$ cat config.mk
export PLATFORM = sky130hd
export DESIGN_NAME = fifo_wr_arb
export DESIGN_NICKNAME = d
export VERILOG_FILES = /design/src/rtl/fifo_wr_arb.sv
export SDC_FILE = /design/constraint.sdc
export NUM_CORES = 1
export LEC_CHECK = 0
export ABC_AREA = 1
export CORE_MARGIN = 2
export CORE_UTILIZATION = 35
export CTS_BUF_LIST = sky130_fd_sc_hd__clkbuf_4 sky130_fd_sc_hd__clkbuf_8
export DETAILED_ROUTE_END_ITERATION = 10
export GPL_ROUTABILITY_DRIVEN = 0
export PLACE_DENSITY = 0.72
export SYNTH_ARGS = -nofsm -noshare
export SYNTH_HDL_FRONTEND = slang
export SYNTH_SLANG_ARGS = --single-unit
$ cat constraint.sdc
create_clock -name clk -period 2.4 [get_ports clk]
set_input_delay 0.48 -clock clk [delete_from_list [all_inputs] [get_ports clk]]
set_output_delay 0.48 -clock clk [all_outputs]
set_load 0.01 [all_outputs]
$ cat src/rtl/fifo_wr_arb.sv
// Round-robin write arbiter: N_REQ packet sources share one FIFO write port,
// each grant covering one packet or at most BURST_MAX beats.
module fifo_wr_arb #(
    parameter int N_REQ     = 4,
    parameter int BURST_MAX = 4
) (
    input  logic                 clk,
    input  logic                 rst_n,
    input  logic [N_REQ-1:0]     req_valid,
    input  logic [8*N_REQ-1:0]   req_data,
    input  logic [N_REQ-1:0]     req_last,
    output logic [N_REQ-1:0]     req_ready,
    input  logic                 fifo_full,
    output logic                 fifo_wr,
    output logic [7:0]           fifo_din,
    output logic [2:0]           grant_id,
    output logic                 busy
);

    localparam int OW = $clog2(N_REQ);
    localparam int CW = $clog2(BURST_MAX) + 1;
    localparam logic [CW-1:0] CNT_MAX = CW'(BURST_MAX);
    localparam logic [OW-1:0] ID_LAST = OW'(N_REQ - 1);

    typedef enum logic {IDLE, GRANT} state_t;

    state_t        state_q, state_d;
    logic [OW-1:0] owner_q, owner_d;
    logic [OW-1:0] rr_ptr_q, rr_ptr_d;
    logic [CW-1:0] cnt_q, cnt_d;

    logic [OW-1:0] pick;
    logic          any_valid;
    logic [OW:0]   cand;
    logic          own_valid;
    logic          own_last;
    logic [7:0]    own_data;
    logic [CW-1:0] cnt_inc;
    logic          release_hit;

    // Descending scan so the lowest offset from rr_ptr wins.
    always_comb begin
        pick      = rr_ptr_q;
        any_valid = 1'b0;
        cand      = '0;
        for (int k = N_REQ - 1; k >= 0; k--) begin
            cand = {1'b0, rr_ptr_q} + (OW+1)'(k);
            if (cand >= (OW+1)'(N_REQ))
                cand = cand - (OW+1)'(N_REQ);
            if (req_valid[cand[OW-1:0]]) begin
                pick      = cand[OW-1:0];
                any_valid = 1'b1;
            end
        end
    end

    always_comb begin
        own_data = 8'h00;
        for (int i = 0; i < N_REQ; i++) begin
            if (owner_q == OW'(i))
                own_data = req_data[8*i +: 8];
        end
    end

    assign own_valid = req_valid[owner_q];
    assign own_last  = req_last[owner_q];

    assign busy     = (state_q == GRANT);
    assign fifo_wr  = busy & own_valid & ~fifo_full;
    assign fifo_din = busy ? own_data : 8'h00;
    assign grant_id = 3'(owner_q);

    always_comb begin
        req_ready = '0;
        if (busy)
            req_ready[owner_q] = ~fifo_full;
    end

    assign cnt_inc     = cnt_q + 1'b1;
    assign release_hit = own_last | (cnt_inc == CNT_MAX);

    always_comb begin
        state_d  = state_q;
        owner_d  = owner_q;
        rr_ptr_d = rr_ptr_q;
        cnt_d    = cnt_q;
        case (state_q)
            IDLE: begin
                if (any_valid) begin
                    state_d = GRANT;
                    owner_d = pick;
                    cnt_d   = '0;
                end
            end
            GRANT: begin
                if (fifo_wr) begin
                    cnt_d = cnt_inc;
                    if (release_hit) begin
                        state_d  = IDLE;
                        cnt_d    = '0;
                        rr_ptr_d = (owner_q == ID_LAST) ? '0 : owner_q + 1'b1;
                    end
                end
            end
            default: state_d = IDLE;
        endcase
    end

    always_ff @(posedge clk or negedge rst_n) begin
        if (!rst_n) begin
            state_q  <= IDLE;
            owner_q  <= '0;
            rr_ptr_q <= '0;
            cnt_q    <= '0;
        end else begin
            state_q  <= state_d;
            owner_q  <= owner_d;
            rr_ptr_q <= rr_ptr_d;
            cnt_q    <= cnt_d;
        end
    end

endmodule

Yosys cells after proc, flatten, opt, wreduce, memory -nomap -nowiden
Index checks and enable logic that the tools add are counted.
- add/sub/neg operators: 9
- $lt $le $gt $ge: 10
- bitwise gates (word level): 6
- muxes and demuxes: 41
- shift-type cells: 0
- eq/ne operators: 6
- divide/modulo/power cells: 0
- multipliers: 0
- reduce and logical (&&, ||, !) cells: 5
- operators with widths (kind ; count):
    8-bit 2-to-1 mux ; 5
    2-bit 2-to-1 mux ; 9
    2-bit by 3-bit less-than comparator with 1-bit output, second input constant ; 5
    1-bit 2-to-1 mux ; 14
    1-bit binary-select mux with 2-bit select ; 6
    3-bit >= comparator, second input constant ; 3
    3-bit 2-to-1 mux ; 3
    2-bit by 1-bit subtractor with 2-bit output, second input constant ; 4
    2-bit by 2-bit adder with 3-bit output, second input constant ; 2
    3-bit case mux with 2 select lines ; 1
    4-bit bitwise AND ; 1
    2-bit == test, second input constant ; 2
    4-bit 2-to-1 mux ; 1
    2-bit inequality test, second input constant ; 2
    2-bit AND reduction ; 2
    2-bit by 1-bit adder with 3-bit output, second input constant ; 1
    3-bit by 1-bit adder with 3-bit output, second input constant ; 1
    3-bit == test, second input constant ; 1
    2-bit by 3-bit >= comparator with 1-bit output, second input constant ; 1
    3-bit AND reduction ; 1
    2-bit by 1-bit adder with 2-bit output, second input constant ; 1
    1-bit bitwise AND ; 2
    1-bit demux with 2-bit select ; 1
    2-bit by 1-bit == test with 1-bit output, second input constant ; 1
    6 further kinds ; 7
- memory bits (writable): 0
- flip-flop bits (word level): 8
- bits of input ports: 43
- output and inout bits: 17
- latch bits: 0
- bits in read-only memories: 0
- memories: 0

Logic depth before layout (Yosys ltp)
Gate-level depths: netlist of run 1.
- depth in word-level cells: 11
- depth in mapped cells: 13
- mapped depth without buffers: 12

Worst setup path before layout of run 1
OpenSTA, ideal clock, no wires.
- kind: flip-flop to output port
- start: register owner_q[0]
- end: output port fifo_din[0]
- setup slack: 0.418 ns
- stages on the path, launching flop included: 8
- arrival time: 1.502 ns
- cells stage by stage: dfrtp_1 > inv_2 > ha_1 > clkbuf_1 > a21oi_1 > o21ai_0 > o21ai_0 > a21oi_1
- cells in the longest elaborated chain, start to end: 6
- ends and longest elaborated chain (element ; line ; text):
    start: declaration ; 28 ; logic [OW-1:0] owner_q, owner_d;
    start signal: assignment ; 117 ; owner_q <= owner_d;
    2-bit logical NOT ; 60 ; if (owner_q == OW'(i))
    8-bit 2-to-1 mux (3 in series) ; 60 ;
    8-bit 2-to-1 mux * ; 60 ;
    8-bit 2-to-1 mux * ; 70 ; assign fifo_din = busy ? own_data : 8'h00;
    end: declaration ; 15 ; output logic [7:0] fifo_din,
Every way passes the cells marked *; elsewhere a longest branch is shown, timed or not.

Final worst setup path of run 1
- start: register owner_q[0]
- end: output port fifo_din[1]
Same word-level chain as after synthesis.

==> impl_results.md, run 1 <==
* Status: complete, but fails checks
* Failing checks: design-rule violations
* Critical Path End Type: output port
* Crit-path cells: inv_2, ha_1, buf_4, a21oi_1, o21ai_1, o21ai_0, a21oi_1, dlygate4sd2_1
* Clock period minus worst slack at 2270 ps
* CP max stage cell: dfrtp_1
* Placed insts at 274
* Die Span X at approximately 59 um
* Top Ports at 60
* Residual DRC count at 10
* Clock tree sinks at 8
* TritonCTS buffer count at 3
* Worst skew pair latency at between 200 and 300 ps
* Uppermost layer routed: met4
* Asr flop ratio synth at 1.00
* Power Density at 1160 nW/um^2
* Setup Buffers After CTS at 0
* GRT Residual Overflow at 0
* Count leader, synth: nand2_1
* CTS H-Tree Depth at 1
* EDFF count, synth at 0
* Port bufs at slightly below 60
* R2R setup slack at 840 ps
* Post-Syn Nets at 225
* Fin Clk Skew at about 4.0 ps
* Final setup vio count at 0
* Initial antenna violation count at 0
* Clock Path Buffers at 2
* Number of global-route vias before repair at approximately 1300
* Commonest cells post-synth: 36 x nand2_1, 27 x o21ai_0, 19 x nor2_1
* Initial core utilization at 0.376
* Reg power frac at 0.131
* Die H at slightly below 60 um
* Internal at 0.000968 W
* Via count at 1373
* Comb power frac at 0.820
* Synth Instances at around 180
* Post-route clock period utilization at 0.947
* Die area at 3470 sq um
* Primary FF master, synth: dfrtp_1
* Startpoint Class: flop
* WL met1 at approximately 1500 um
* Root buffer cell: clkbuf_4
* Final Hold Fails at 0
* Hold Crit Class: in -> async
* Setup WS pre-CTS at -115 ps
* Slack of the critical path at 128 ps
* Syn avg cell area at 6.00 sq um
* # rows at 19
* Synth cell types at 25
* Most used cell, CP: a21oi_1
* Fraction of layout cells with a size suffix above 1 at 0.195
* WHS at 497 ps
* Sequential area share after synthesis at 0.190
* Top-area cell type share of the netlist area at 0.190
* Fin. max-slew vios at 0
* Power share of the clock group at 0.050
* CTS clk-pin slew, worst paths at roughly 50 ps
* Reg-to-Reg Start: owner_q[0]$_DFFE_PN0P_
* Total Routing Usage GR at 0.204
* Hold_buf cts at 0
* RSZ-0062 raised after global routing: false
* Met3 wire len at roughly 320 um
* CP Data Required Time at 1920 ps
* MaxCap Viol Count at 0
* WP data arrival at 1790 ps
* Crit Path Class: reg -> out
* Initial DRC count at between 100 and 150
* Net switching power at 0.00106 W
* Vias/cell at 4.96
* Sw Ratio at 0.522
* Final net count at 297
* Peak supply drop at 0.658 mV
* Initial DRT Pass Iterations at 7
* Core Area at 2810 sq um
* Seq cells post-synth at 8
* Routed WL at roughly 3400 um
* DPL Wire Length at roughly 2800 um
* Yosys warnings at 0
* Global-route wire length before repair at approximately 5600 um
* CP Max Fanout at 9
* P_leak at 0.900 nW
* CTS tree: built
* Final Non-Filler Cells at about 280
* Dominant cell type by area after synthesis: dfrtp_1
* Ranking of synthesized cells by area: dfrtp_1 19%, nand2_1 13%, o21ai_0 13%
* Worst setup path startpoint: owner_q[0]$_DFFE_PN0P_
* CP peak stage delay at 420 ps
* Wire per inst at 12.4 um
* ANT cells at 0
* Peak Freq at 0.440 GHz
* Buf/Inv on CP at 3
* Mapped Area at ~1100 sq um
* Area delta synth->final at 66.2%
* Met2 WL at 1640 um
* Cell family with most CP delay: buffers and inverters
* Largest net degree at the start of global routing at 18
* Remaining antenna violation count at 0
## worst paths after layout
path / cells after the start / to
hold / removal: 1 / busy$_DFF_PN0_
hold reg to reg: 2 / cnt_q[1]$_DFFE_PN0P_
min in group clk: 2 / cnt_q[1]$_DFFE_PN0P_
setup / recovery: 8 / fifo_din[1]
max in group asynchronous: 1 / rr_ptr_q[1]$_DFFE_PN0P_
setup reg to reg: 9 / rr_ptr_q[0]$_DFFE_PN0P_
## layout by cell type, fill, tap and decap left out, types with 5 or more instances in the layout
cell type,Yosys,layout
inv_2,4,7
nor2_1,19,19
clkbuf_2,0,5
nand2_1,36,36
nand3_1,15,15
nand2_2,8,8
clkdlybuf4s50_1,0,47
o21ai_1,4,8
ha_1,6,5
o21ai_0,27,23
buf_4,2,16
inv_1,13,10
a21oi_1,18,18
dfrtp_1,8,8
## metrics by stage
stage	instance area, sq um	util	TNS, ps	total power, W
6_report	1760	0.626	0	0.00203
5_1_grt	1760	0.626	0	0.00227
4_1_cts	1770	0.630	0	0.00205
3_5_place_dp	1750	0.625	-457	0.00202
3_3_place_gp	1750	0.625	-453	0.00198
2_1_floorplan	1060	-	0	0.00129
## layout make-up
class / count / area [sq um]
clock buffers: 3 / 22.5
inverters: 19 / 77.6
flip-flops and latches: 8 / 200
multi-input cells: 142 / 739
repair buffers: 74 / 677
well taps: 31 / 38.8
fillers: 272 / 1050
## power groups by stage
stage / registers (W) / clock network, W / logic [W]
floorplan: 0.000259 / 0 / 0.00103
global placement: 0.000263 / 0 / 0.00172
detailed placement: 0.000265 / 0 / 0.00175
CTS: 0.000263 / 0.000103 / 0.00169
global route: 0.000274 / 0.000114 / 0.00188
finish: 0.000265 / 0.000101 / 0.00166
## layer usage
layer / vias to the layer above / global-route usage
met4: 0 / 0.0487
met2: 56 / 0.373
li1: 717 / -
met1: 598 / 0.252
met3: 2 / 0.0242
met5: - / 0
## cells by family after synthesis
group                      count (synthesis)  share of synthesized area
and+or+nand+nor                           84                      0.367
buffers and inverters                     26                      0.113
AOI/OAI and AO/OA                         50                      0.248
xor gates and xnor gates                   1                    0.00830
adders and majority gates                  6                     0.0711
DFF                                        8                      0.190
other                                      1                    0.00355
## state kept, by name, summed over array words and instances, names as in the netlist
name	cells
cnt_q	3
owner_q	2
rr_ptr_q	2
busy	1
## worst register-to-register path: stages, from the launching register on
cell	delay (ps)
dfrtp_1	420
buf_4	180
a21oi_1	140
o21ai_0	120
nand2_2	120
nand2_4	50
buf_4	150
nor2_4	140
nand3_1	90
o21ai_1	80
## what timing repair did
item / CTS / global route
resized for setup: 15 / 16
endpoints found under the setup margin: 10 / 10
pin swaps: 0 / 0
Power figures use the tool's default switching activity.
==> run 2, diff against run 1 <==
--- a/config.mk
+++ b/config.mk
@@ -6,12 +6,14 @@
 export NUM_CORES = 1
 export LEC_CHECK = 0
 export ABC_AREA = 1
+export CAP_MARGIN = 20
 export CORE_MARGIN = 2
 export CORE_UTILIZATION = 35
 export CTS_BUF_LIST = sky130_fd_sc_hd__clkbuf_4 sky130_fd_sc_hd__clkbuf_8
 export DETAILED_ROUTE_END_ITERATION = 10
 export GPL_ROUTABILITY_DRIVEN = 0
 export PLACE_DENSITY = 0.72
+export SLEW_MARGIN = 20
 export SYNTH_ARGS = -nofsm -noshare
 export SYNTH_HDL_FRONTEND = slang
 export SYNTH_SLANG_ARGS = --single-unit
==> results of run 2 <==
Same layout as run 1: the final DEF is identical, and so are final timing and power.
